[src/rtl/pwm_bank_if.sv]
// Control, sample and status signals of the multi-channel PWM output stage.
interface pwm_bank_if #(
    parameter int unsigned CHANNELS = 2,
    parameter int unsigned DATA_W   = 32,
    parameter int unsigned ADDR_W   = 15
);
    logic                         enable;
    logic [CHANNELS*DATA_W-1:0]   sample_in;
    logic                         clip_clr;
    logic                         sample_tick;
    logic [ADDR_W-1:0]            addr;
    logic [CHANNELS-1:0]          pwm_out;
    logic [CHANNELS-1:0]          clip;

    modport master (
        output enable, sample_in, clip_clr,
        input  sample_tick, addr, pwm_out, clip
    );

    modport slave (
        input  enable, sample_in, clip_clr,
        output sample_tick, addr, pwm_out, clip
    );
endinterface

[src/rtl/pwm_bank.sv]
// Multi-channel PWM stage: sign-magnitude samples -> saturated duty values,
// per-period sample strobe and sample-ROM address counter.
module pwm_bank #(
    parameter int unsigned CHANNELS = 2,
    parameter int unsigned WIDTH    = 6,
    parameter int unsigned DATA_W   = 32,
    parameter int unsigned SHIFT    = 13,
    parameter int unsigned ADDR_W   = 15,
    parameter int unsigned OFFSET   = 1
) (
    input logic       clk,
    input logic       rst,
    pwm_bank_if.slave bus
);

    localparam logic [WIDTH-1:0]  Half    = {1'b1, {(WIDTH-1){1'b0}}};
    localparam logic [WIDTH-1:0]  Top     = {WIDTH{1'b1}};
    localparam logic [DATA_W-2:0] LimBi   = {{(DATA_W-WIDTH){1'b0}}, {(WIDTH-1){1'b1}}};
    localparam logic [DATA_W-2:0] LimUni  = {{(DATA_W-1-WIDTH){1'b0}}, {WIDTH{1'b1}}};
    localparam logic [WIDTH-1:0]  DutyRst = (OFFSET != 0) ? Half : {WIDTH{1'b0}};

    logic [WIDTH-1:0]    cnt_q, cnt_d;
    logic [ADDR_W-1:0]   addr_q, addr_d;
    logic [WIDTH-1:0]    duty_q [CHANNELS];
    logic [WIDTH-1:0]    duty_d [CHANNELS];
    logic [CHANNELS-1:0] sat;
    logic [CHANNELS-1:0] clip_q, clip_d;
    logic [CHANNELS-1:0] pwm_q, pwm_d;
    logic                tick;

    // Returns {saturated, duty}; the full shifted magnitude takes part in the range check.
    function automatic logic [WIDTH:0] conv(input logic [DATA_W-1:0] word);
        logic             sign;
        logic [DATA_W-2:0] f;
        logic [WIDTH-1:0] mag;
        logic             over;
        sign = word[DATA_W-1];
        f    = word[DATA_W-2:0] >> SHIFT;
        if (OFFSET != 0) begin
            over = (f > LimBi);
            mag  = over ? (Half - 1'b1) : f[WIDTH-1:0];
            return {over, sign ? (Half - mag) : (Half + mag)};
        end else begin
            if (sign) begin
                return {(f != '0), {WIDTH{1'b0}}};
            end
            over = (f > LimUni);
            return {over, over ? Top : f[WIDTH-1:0]};
        end
    endfunction

    always_comb begin
        tick = bus.enable & (cnt_q == Top);
    end

    always_comb begin
        cnt_d  = cnt_q;
        addr_d = addr_q;
        clip_d = clip_q;
        sat    = '0;
        pwm_d  = '0;
        if (bus.enable) begin
            cnt_d = cnt_q + 1'b1;
        end
        if (tick) begin
            addr_d = addr_q + 1'b1;
        end
        for (int unsigned i = 0; i < CHANNELS; i++) begin
            {sat[i], duty_d[i]} = conv(bus.sample_in[i*DATA_W +: DATA_W]);
            if (!tick) begin
                sat[i]    = 1'b0;
                duty_d[i] = duty_q[i];
            end
            pwm_d[i] = bus.enable & (cnt_q < duty_q[i]);
        end
        // Clear first so a saturation landing in the same cycle survives.
        if (bus.clip_clr) begin
            clip_d = '0;
        end
        clip_d = clip_d | sat;
    end

    always_ff @(posedge clk or negedge rst) begin
        if (!rst) begin
            cnt_q  <= '0;
            addr_q <= '0;
            clip_q <= '0;
            pwm_q  <= '0;
            for (int unsigned i = 0; i < CHANNELS; i++) begin
                duty_q[i] <= DutyRst;
            end
        end else begin
            cnt_q  <= cnt_d;
            addr_q <= addr_d;
            clip_q <= clip_d;
            pwm_q  <= pwm_d;
            for (int unsigned i = 0; i < CHANNELS; i++) begin
                duty_q[i] <= duty_d[i];
            end
        end
    end

    assign bus.sample_tick = tick;
    assign bus.addr        = addr_q;
    assign bus.pwm_out     = pwm_q;
    assign bus.clip        = clip_q;

endmodule

[src/flat_wrapper.sv]
// flat-port wrapper written by rule: the top's interface ports become plain ports
module pwm_bank_flat 
#(
    parameter int unsigned CHANNELS = 2,
    parameter int unsigned WIDTH    = 6,
    parameter int unsigned DATA_W   = 32,
    parameter int unsigned SHIFT    = 13,
    parameter int unsigned ADDR_W   = 15,
    parameter int unsigned OFFSET   = 1
)
  (clk, rst, bus_enable, bus_sample_in, bus_clip_clr, bus_sample_tick, bus_addr, bus_pwm_out, bus_clip);
  pwm_bank_if #(.CHANNELS(CHANNELS), .DATA_W(DATA_W), .ADDR_W(ADDR_W)) bus_i ();
  input logic clk;
  input logic rst;
  input wire logic [$bits(bus_i.enable)-1:0] bus_enable;
  input wire logic [$bits(bus_i.sample_in)-1:0] bus_sample_in;
  input wire logic [$bits(bus_i.clip_clr)-1:0] bus_clip_clr;
  output wire logic [$bits(bus_i.sample_tick)-1:0] bus_sample_tick;
  output wire logic [$bits(bus_i.addr)-1:0] bus_addr;
  output wire logic [$bits(bus_i.pwm_out)-1:0] bus_pwm_out;
  output wire logic [$bits(bus_i.clip)-1:0] bus_clip;
  assign bus_i.enable = bus_enable;
  assign bus_i.sample_in = bus_sample_in;
  assign bus_i.clip_clr = bus_clip_clr;
  assign bus_sample_tick = bus_i.sample_tick;
  assign bus_addr = bus_i.addr;
  assign bus_pwm_out = bus_i.pwm_out;
  assign bus_clip = bus_i.clip;
  pwm_bank #(.CHANNELS(CHANNELS), .WIDTH(WIDTH), .DATA_W(DATA_W), .SHIFT(SHIFT), .ADDR_W(ADDR_W), .OFFSET(OFFSET)) u_core (.clk(clk), .rst(rst), .bus(bus_i));
endmodule
[config.mk]
export PLATFORM = sky130hd
export DESIGN_NAME = pwm_bank_flat
export DESIGN_NICKNAME = d
export VERILOG_FILES = /design/src/rtl/pwm_bank_if.sv /design/src/rtl/pwm_bank.sv /design/src/flat_wrapper.sv
export SDC_FILE = /design/constraint.sdc
export NUM_CORES = 1
export LEC_CHECK = 0
export CAP_MARGIN = 25
export CORE_MARGIN = 2
export CORE_UTILIZATION = 43
export DETAILED_ROUTE_END_ITERATION = 12
export GPL_ROUTABILITY_DRIVEN = 0
export PLACE_DENSITY = 0.91
export RECOVER_POWER = 50
export REMOVE_ABC_BUFFERS = 1
export SYNTH_ARGS = -nofsm -noshare
export SYNTH_HDL_FRONTEND = slang
export SYNTH_SLANG_ARGS = --single-unit
[constraint.sdc]
create_clock -name clk -period 1.8 [get_ports clk]
set_input_delay 0.18 -clock clk [delete_from_list [all_inputs] [get_ports clk]]
set_output_delay 0.18 -clock clk [all_outputs]
set_load 0.005 [all_outputs]
Word-level counts from Yosys, hierarchy flattened. Cells that the tools add are included.

Bits in registers: 37. Input port bits: 68. Output and inout bits: 20. Logic and storage cells: 28.

$add $sub $neg: 6. Order comparisons: 4. Equality and inequality tests: 1. Muxes and demuxes: 7. Bitwise logic cells: 4.

Operators by type and width (number): $gt A18 B5 Y1 const B (2); $mux W6 (4); $add A15 B1 Y15 const B (1); $add A6 B6 Y6 const A (2); $lt A6 B6 Y1 (2); $sub A6 B6 Y6 const A (2); $add A6 B1 Y6 const B (1); $eq A6 B6 Y1 const B (1); $and A1 B1 Y1 (3); $mux W1 (2); $mux W2 (1); $or A2 B2 Y2 (1).

Longest topological paths before layout. Gate-level depths: netlist (run 1).

Depth in word-level cells: 4. Mapped depth: 8. Depth with buffers taken out: 8.

Worst setup path after synthesis (run 1). Ideal clock, no wire load.

Path kind: in2reg. Start point: in bus_sample_in[56]. End point: reg u_core.duty_q[4] in the netlist's numbering. Setup time: 0.082 ns. Arrival time: 1.504 ns. Data required time: 1.718 ns. Slack: 0.214 ns. Cell stages on the path: 8. Buffers on the path: 0. Cells stage by stage: nor4_1 > nand4_2 > nor2_1 > ha_1 > nand2_1 > xnor2_1 > o21a_1 > o22ai_1.

Word-level cells in the longest chain between the ends: 4. Elaborated cells between the ends (all ways): 5. Those cells by class: add/sub: 2; order compare: 1; mux: 2.

Ends and longest elaborated chain: start, declared (line flat_wrapper.sv:16) `input wire logic [$bits(bus_i.sample_in)-1:0] bus_sample_in;`; $gt A18 B5 Y1 (*) (line pwm_bank.sv:40) `over = (f > LimBi);`; $mux W6 (*) (line pwm_bank.sv:41) `mag = over ? (Half - 1'b1) : f[WIDTH-1:0];`; $add A6 B6 Y6 / $sub A6 B6 Y6 (equally long branches) (line pwm_bank.sv:42) `return {over, sign ? (Half - mag) : (Half + mag)};`; $mux W6 (*) (line pwm_bank.sv:42); end signal, assigned by index (line pwm_bank.sv:90) `duty_q[i] <= DutyRst;`; end signal, assigned by index (line pwm_bank.sv:98) `duty_q[i] <= duty_d[i];`; end, declared (line pwm_bank.sv:24) `logic [WIDTH-1:0] duty_q [CHANNELS];`.

Every way passes the cells marked *; elsewhere a longest branch is shown, timed or not. A chain may end at the register's enable or synchronous reset.

Final worst setup path (run 1).
Start point: reg u_core.cnt_q[0]. End point: reg u_core.duty_q[3] in the netlist's numbering.

Word-level cells in the longest chain between the ends: 2.

Ends and longest elaborated chain: start, declared (line pwm_bank.sv:22) `logic [WIDTH-1:0] cnt_q, cnt_d;`; start signal, assigned (line pwm_bank.sv:93) `cnt_q <= cnt_d;`; $eq A6 B6 Y1 (line pwm_bank.sv:53) `tick = bus.enable & (cnt_q == Top);`; $and A1 B1 Y1 (line pwm_bank.sv:53).

No other way between the ends.

==> results of run 1 <==
[cells in the final DEF, fill, tap and decap left out, drive strengths merged, types with 11 or more instances in the layout]
cell	count
o21ai	14
nand2	19
xnor2	15
dfrtp	35
clkdlybuf4s50	58
inv	14
nor2	14
buf	11
ha	14
[where the power goes]
part / total [mW] / switching (mW) / internal (mW)
registers: 1.12 / 0.117 / 1.00
logic: 0.808 / 0.362 / 0.446
clock network: 0.695 / 0.284 / 0.411
[worst register-to-register path: stages (launching register included)]
cell and delay, ps:
dfrtp_1 390, ha_1 230, and3_4 190, nand2_4 70, clkbuf_1 360, a21oi_1 90, o311ai_1 100, o21ai_0 130
[flip-flops by register name, indices dropped and copies added, names as in the netlist]
signal / count
u_core.bus.clip: 2
u_core.bus.pwm_out: 2
u_core.cnt_q: 6
u_core.duty_q: 12
u_core.bus.addr: 15
[repair_timing]
action,4_1_cts,5_1_grt
buffers inserted,2,0
gates cloned,0,0
setup endpoints to repair,1,2
resized for setup,1,4
pin swaps,0,1
endpoints found under the hold margin,0,0
[per-stage QoR]
step           setup WS (ps)  total power [mW]
6_report               106.8             2.623
5_1_grt               -18.01             2.806
4_1_cts                54.31             2.648
3_5_place_dp          -249.4             1.906
3_3_place_gp          -211.9             1.841
2_1_floorplan          213.6             1.565
[cell type report]
class	count	area [um2]
well taps	54	67.56
multi-input cells	146	1071
fillers	389	1752
repair buffers	75	704.4
clock inverters	2	35.03
flip-flops and latches	37	928.4
inverters	15	61.31
clock buffers	6	72.57
[per-layer routing]
metal | wire (um) | part of all wire [%] | global-route usage, % | vias up
met5 | 0 | 0 | 0 | -
met4 | 91 | 2.0 | 6.869 | 0
met3 | 208 | 4.5 | 4.527 | 10
met2 | 2485 | 54 | 32.94 | 49
met1 | 1826 | 40 | 21.34 | 872
li1 | - | - | - | 870
[logic make-up (layout without fill, tap and decap cells)]
group,after synthesis,count (layout),share of synthesized area [%]
simple gates,73,73,21.89
compound gates,37,37,11.34
flops,37,37,44.75
xor+xnor,21,21,8.866
buf+inv,20,98,4.162
fa+ha+maj,14,14,8.444
mux,1,1,0.5428
[final timing paths]
kind | start | endpoint | slack (ps) | cells after the start
worst max-delay path | u_core.cnt_q[0]$_DFFE_PN0P_ | u_core.duty_q[3]$_DFFE_PN0P_ | 110 | 7
worst min-delay path | bus_clip_clr | u_core.bus.clip[0]$_DFF_PN0_ | 460 | 2
worst max register to register | u_core.cnt_q[0]$_DFFE_PN0P_ | u_core.duty_q[3]$_DFFE_PN0P_ | 110 | 7
worst min register to register | u_core.bus.addr[14]$_DFFE_PN0P_ | u_core.bus.addr[14]$_DFFE_PN0P_ | 470 | 1
max in group asynchronous | rst | u_core.duty_q[4]$_DFFE_PN0P_ | 730 | 2
min in group asynchronous | rst | u_core.duty_q[8]$_DFFE_PN0P_ | 530 | 2
==> flow_metrics.tcl, run 1 <==
set metrics [dict create \
    syn_avg_cell_area_um2 10.22 \
    antenna_found_initial 0 \
    grt_usage_pct 18.51 \
    p_per_area_nw_per_um2 891.9 \
    finalNetCount 362 \
    worst_pin_slew_ps 868.5 \
    fin_skew_ps 8.357 \
    drv_slew 0 \
    worstPathArrival_ps 1850 \
    finalWirelength_um 4611 \
    io_buffers 61 \
    p_leak_nw 1.378 \
    grt_max_degree 38 \
    fp.dieH_um 73.46 \
    clkLatencyLatePin_ps 290 \
    whs_ps 463.5 \
    fin_crit_sh_pct 94.07 \
    cts_root_buffer "clkbuf_8" \
    crit_required_ps 1960 \
    synth_most_common_cell "dfrtp_1" \
    postLayoutCellArea_um2 2940 \
    dp_hpwl_um 3574 \
    cts_made_buffers 5 \
    grt_pass1_wl_um 7831 \
    ys_seq_area_share_pct 44.75 \
    path_delay_family "flip-flops" \
    synth_common_cells "dfrtp_1, nand2_1, xnor2_1" \
    yosysTopAreaCell "dfrtp_1" \
    drc 0 \
    clock_sinks 37 \
    end_kind "flop" \
    path_class "reg -> reg" \
    netlist_instances 203 \
    path_cells "ha_1 > and3_4 > nand2_4 > clkbuf_1 > a21oi_1 > o311ai_1 > o21ai_0" \
    coreArea_um2 4692 \
    htreeDepth 2 \
    maxCapViolCount 0 \
    period_needed_ps 1693 \
    vias 1801 \
    synth_edf_count 0 \
    die_width_um 73.46 \
    hold_buffers 0 \
    min_path_type "in -> reg" \
    cp_num_buf_inv 1 \
    fin_tns_setup_ps 0 \
    vias_per_cell 5.376 \
    synth_area_leaders "dfrtp_1, ha_1, xnor2_1" \
    drtIter0Drc 85 \
    die-area_um2 5396 \
    rsz0062_at_grt "yes" \
    ys_types 43 \
    crit_path_max_incr_delay_ps 390 \
    avgRoutedWirePerCell_um 13.76 \
    antenna_left 0 \
    final_cells 335 \
    drive_gt1_share_pct 12.81 \
    initial_core_util_pct 44.21 \
    setup_viol 0 \
    ys.flop_type "dfrtp_1" \
    cpMaxStageDelayCell "dfrtp_1" \
    startpoint_type "flop" \
    post-route-util_pct 62.67 \
    cts_tree "built" \
    max-slew-margin-rel_pct 42.10 \
    yosysTopAreaCellShare_pct 42.22 \
    final_hold_viol_count 0 \
    clock_path_buffers 2 \
    worstPathMaxFanout 8 \
    overflow 0 \
    diodes 0 \
    drtPass1Iterations 4 \
    yosys_warnings 0 \
    synthToLayoutAreaGrowth_pct 41.74 \
    row_count 25 \
    grt_pass1_vias 1874 \
    clkTransAtPathRegs_ps 70 \
    netlist_area_um2 2074 \
    dpl.cell_count 325 \
    ioPinCount 88 \
    synth-async-reset-ratio_pct 100.0 \
    fmax_mhz 590.6 \
    status "finished clean" \
    place_area_um2 2818 \
    vdd_drop_max_v 0.0004251 \
    yosys_register_bits 37 \
]
No activity file was read; power rests on OpenSTA's default activity.
==> inputs of run 2 (changes only) <==
CORE_MARGIN = default   (was 2)
SLEW_MARGIN = 20   (was default)
==> run 2 against run 1 <==
Against the previous run:
- clock skew hardly changed
- count of clock-buffer cells in the layout is 1 higher
- setup slack worse by 9.8 ps
- core utilization grew 3.9 points
- flip-flop and latch count unchanged
- first-iteration DRC count shrank 7.1%
- sequential power about the same
- power decreased by 2.3%
- register-to-register slack improved by 40 ps
- non-clock buffer count rose by 5
==> flow_metrics.tcl, run 2 (synthesized netlist as in run 1, its figures left out) <==
set metrics [dict create \
    status "finished clean" \
    drc 0 \
    die-area_um2 5106 \
    end_kind "output port" \
    antenna_found_initial 0 \
    period_needed_ps 1703 \
    clkTransAtPathRegs_ps 70 \
    final.fill_count 350 \
    cpMaxStageDelayCell "dfrtp_1" \
    drive_gt1_share_pct 16.08 \
    cts_root_buffer "clkbuf_8" \
    final_hold_viol_count 0 \
    fp.dieH_um 71.46 \
    p_leak_nw 1.460 \
    post-route-util_pct 66.61 \
    finalNetCount 367 \
    grt_max_degree 38 \
    worstPathMaxFanout 4 \
    fin_crit_sh_pct 94.61 \
    cp_num_buf_inv 2 \
    final_cell_mix "clkdlybuf4s50_1, dfrtp_1, nand2_1, buf_4, xnor2_1" \
    max-slew-margin-rel_pct 41.36 \
    row_count 24 \
    setup_ws_ps 97.02 \
    htreeDepth 2 \
    fmax_mhz 587.2 \
    regArea_um2 928.4 \
    coreArea_um2 4504 \
    path_cells "ha_1 > and3_1 > nand2_4 > clkinv_4 > dlygate4sd2_1" \
    p_per_area_nw_per_um2 854.1 \
    fin_skew_ps 8.449 \
    power_mw 2.563 \
    io_buffers 61 \
    clkLatencyLatePin_ps 280 \
    min_delay_path_depth 5 \
    worstPathArrival_ps 1520 \
    cts_tree "built" \
    whs_ps 399.2 \
    drtIter0Drc 79 \
    crit_path_max_incr_delay_ps 390 \
    cp.depth 5 \
    crit_required_ps 1620 \
    antenna_left 0 \
    dp_slack_ps -289.9 \
    finalWirelength_um 4704 \
    layout_commonest_cell "clkdlybuf4s50_1" \
    drv_slew 0 \
    vias 1814 \
    ioPinCount 88 \
    initial_core_util_pct 46.06 \
    overflow 0 \
    cts_made_buffers 5 \
    grt_usage_pct 19.39 \
    grt_pass1_wl_um 7679 \
    worst_pin_slew_ps 879.6 \
    min_path_type "in -> reg" \
    setup_viol 0 \
    path_class "reg -> out" \
    avgRoutedWirePerCell_um 13.92 \
    dp_hpwl_um 3512 \
    hold_buffers 0 \
    drtPass1Iterations 4 \
    die_width_um 71.46 \
    clock_path_buffers 2 \
    maxCapViolCount 0 \
    vias_per_cell 5.367 \
    clock_sinks 37 \
    vdd_drop_max_v 0.0005881 \
    multi_input_area_um2 1081 \
    grt_pass1_vias 1792 \
    path_delay_family "flip-flops" \
    synthToLayoutAreaGrowth_pct 44.63 \
    r2r_cells 7 \
    startpoint_type "flop" \
    fin_tns_setup_ps 0 \
    diodes 0 \
    largest_reg_flops 15 \
]
run 2: changes by cell type in the layout (fill, tap and decap cells not counted), sizes merged:
| cell | delta |
|---|---|
| dlymetal6s2s | +7 |
| buf | +6 |
| dlygate4sd3 | +1 |
| bufinv | -1 |
| clkdlybuf4s50 | -8 |
run 2: worst reg2reg max path, delay by kind of cell (launching register included):
family        cells  cell delay (ps)
xor+xnor          1              110
fa+ha+maj         1              230
buf+inv           1              150
flops             1              390
simple gates      4              710
run 2: power by group:
part           total, mW  switching (mW)  leakage, nW  internal, mW
Sequential          1.12           0.114        0.454          1.00
Clock              0.625           0.279       0.0542         0.346
Combinational      0.821           0.369        0.952         0.451
run 2: what timing repair did:
item                                    CTS  global route
endpoints found under the setup margin    1             2
cloned                                    0             0
buffers inserted                          4             1
pin swaps                                 1             8
gates resized for setup                   2            16
run 2: layout make-up:
cell class	count	area share, %
Clock inverter	1	0.1668
Sequential cell	37	30.94
Clock buffer	7	3.211
Timing Repair Buffer	80	25.44
Inverter	15	2.043
Tap cell	52	2.168
Multi-Input combinational cell	146	36.03
run 2: worst paths after layout:
| kind | start | to | slack [ps] |
|---|---|---|---|
| setup reg to reg | u_core.cnt_q[1]$_DFFE_PN0P_ | u_core.bus.addr[14]$_DFFE_PN0P_ | 150 |
| min in group asynchronous | rst | u_core.bus.addr[10]$_DFFE_PN0P_ | 540 |
| max in group asynchronous | rst | u_core.bus.addr[0]$_DFFE_PN0P_ | 710 |
| setup / recovery | u_core.cnt_q[1]$_DFFE_PN0P_ | bus_sample_tick | 100 |
| hold / removal | bus_sample_in[53] | u_core.duty_q[1]$_DFFE_PN0P_ | 400 |
| hold reg to reg | u_core.bus.addr[14]$_DFFE_PN0P_ | u_core.bus.addr[14]$_DFFE_PN0P_ | 470 |
run 2: metal layers:
metal / GRT usage [%] / share of wire, % / vias to the layer above
met5: 0 / 0 / -
met4: 5.447 / 0.60 / 0
met3: 4.923 / 4.8 / 4
met2: 36.61 / 55 / 48
met1: 21.50 / 39 / 885
li1: - / - / 877
run 2: stage by stage:
stage / instances / instance area [um2]
after floorplan: 198 / 2049
after global placement: 325 / 2830
after detailed placement: 325 / 2830
after CTS: 337 / 2963
after global routing: 338 / 3000
final: 338 / 3000
==> inputs of run 3 (changes only) <==
CORE_MARGIN = 8   (was default)
HOLD_SLACK_MARGIN = 0.06   (was default)
==> run 3 against run 2 <==
Against the previous run:
- critical path type unchanged
- highest routed layer unchanged
- wire length increased by 4.0%
- hold slack improved by 57 ps
- flip-flop and latch count unchanged
- largest power group unchanged
- largest cell class unchanged
- design area decreased by 2.1%
==> flow_metrics.tcl, run 3 (synthesized netlist as in run 1, its figures left out) <==
set metrics [dict create \
    min_path_type "in -> reg" \
    place_area_um2 2818 \
    antenna_found_initial 0 \
    worstPathArrival_ps 1540 \
    synthToLayoutAreaGrowth_pct 41.62 \
    hold_path.startpoint "bus_clip_clr" \
    drive_gt1_share_pct 13.17 \
    status "finished clean" \
    layout_commonest_cell "clkdlybuf4s50_1" \
    p_per_area_nw_per_um2 871.9 \
    coreArea_um2 4692 \
    die-area_um2 7303 \
    reg2reg_slack_ps 200 \
    dp_slack_ps -247.8 \
    final_hold_viol_count 0 \
    row_count 25 \
    holdPathEnd "u_core.bus.clip[0]$_DFF_PN0_" \
    max-slew-margin-rel_pct 40.53 \
    fin_skew_ps 6.697 \
    fmax_mhz 580.3 \
    cts_made_buffers 5 \
    p_leak_nw 1.381 \
    cts_root_buffer "clkbuf_8" \
    drc 0 \
    vias_per_cell 5.349 \
    setup_viol 0 \
    postLayoutCellArea_um2 2938 \
    end_kind "output port" \
    final_cell_mix "clkdlybuf4s50_1, dfrtp_1, nand2_1, xnor2_1" \
    drtIter0Drc 133 \
    fin_tns_setup_ps 0 \
    grt_max_degree 38 \
    grt_usage_pct 14.18 \
    fin_crit_sh_pct 95.74 \
    finalNetCount 362 \
    grt_pass1_vias 1895 \
    ioPinCount 88 \
    vias 1792 \
    min_delay_path_depth 2 \
    path_cells "ha_1 > and3_1 > nand2_4 > clkinv_4 > dlygate4sd2_1" \
    crit_path_max_incr_delay_ps 380 \
    worst_pin_slew_ps 892.0 \
    rsz0062_at_grt "no" \
    fp.dieH_um 85.46 \
    crit_required_ps 1620 \
    initial_core_util_pct 44.21 \
    final_cells 335 \
    io_buffers 61 \
    r2r_end "u_core.bus.pwm_out[0]$_DFF_PN0_" \
    drv_slew 0 \
    drtPass1Iterations 4 \
    rr_startpoint "u_core.cnt_q[1]$_DFFE_PN0P_" \
    dp_hpwl_um 3752 \
    finalWirelength_um 4891 \
    grt_pass1_wl_um 8562 \
    path_class "reg -> out" \
    period_needed_ps 1723 \
    r2r_cells 6 \
    clock_sinks 37 \
    antenna_left 0 \
    overflow 0 \
    clkLatencyLatePin_ps 290 \
    worstPathMaxFanout 6 \
    post-route-util_pct 62.61 \
    cts_tree "built" \
    diodes 0 \
    vdd_drop_max_v 0.0004555 \
    largest_reg_flops 15 \
    power_mw 2.562 \
    clkTransAtPathRegs_ps 80 \
    die_width_um 85.46 \
    clock_path_buffers 2 \
    whs_ps 455.9 \
    dpl.cell_count 325 \
    startpoint_type "flop" \
    maxCapViolCount 0 \
    avgRoutedWirePerCell_um 14.60 \
    htreeDepth 2 \
    cpMaxStageDelayCell "dfrtp_1" \
    setup_ws_ps 76.64 \
]
run 3: changes by cell type in the layout (fill, tap and decap cells not counted):
cell             before  now
nor2_1               10   12
nor2_2                3    1
buf_4                17   12
clkdlybuf4s50_1      50   59
ha_1                 12   14
dlymetal6s2s_1        7    0
dlygate4sd3_1         3    1
ha_2                  2    0
run 3: where the power goes:
part	switching [mW]	internal, mW	leakage (nW)	total [mW]
logic	0.364	0.441	0.874	0.805
clock network	0.297	0.346	0.0542	0.643
registers	0.111	1.00	0.454	1.11
total	0.771	1.79	1.38	2.56
run 3: final cells by class:
| type | count | area, um2 |
|---|---|---|
| clock inverters | 1 | 5.005 |
| repair buffers | 75 | 708.2 |
| fillers | 383 | 1754 |
| inverters | 15 | 61.31 |
| clock buffers | 7 | 96.34 |
| flip-flops and latches | 37 | 928.4 |
| well taps | 54 | 67.56 |
| multi-input cells | 146 | 1071 |
run 3: worst max-delay path by stage:
stage                                startpoint  cells past startpoint                             to  slack, ps
finish              u_core.cnt_q[0]$_DFFE_PN0P_                      5                bus_sample_tick         80
global route                  bus_sample_in[18]                      9  u_core.duty_q[10]$_DFFE_PN0P_          6
CTS                           bus_sample_in[30]                      9  u_core.duty_q[10]$_DFFE_PN0P_         50
detailed placement            bus_sample_in[30]                      9  u_core.duty_q[10]$_DFFE_PN0P_       -250
global placement              bus_sample_in[30]                      9  u_core.duty_q[10]$_DFFE_PN0P_       -220
floorplan                     bus_sample_in[56]                      8   u_core.duty_q[4]$_DFFE_PN0P_        210
run 3: timing repair:
action                                 CTS  global route
resized for setup                        1             5
pin swaps                                0             3
hold buffers                             0             0
endpoints found under the hold margin    0             0
setup endpoints to repair                1             2
setup buffers                            2             0
run 3: critical path, delay by kind of cell, from the launching register on:
kind	cells	cell delay (ps)
flip-flops	1	380
AND/OR/NAND/NOR	2	310
adder cells (fa/ha/maj)	1	220
buffers and inverters	2	330
run 3: per-layer routing:
metal | part of all wire [%] | vias up | track usage [%]
met5 | 0 | - | 0
met4 | 1.3 | 0 | 3.503
met3 | 7.6 | 9 | 5.598
met2 | 52 | 66 | 24.33
met1 | 39 | 848 | 15.96
li1 | - | 869 | -
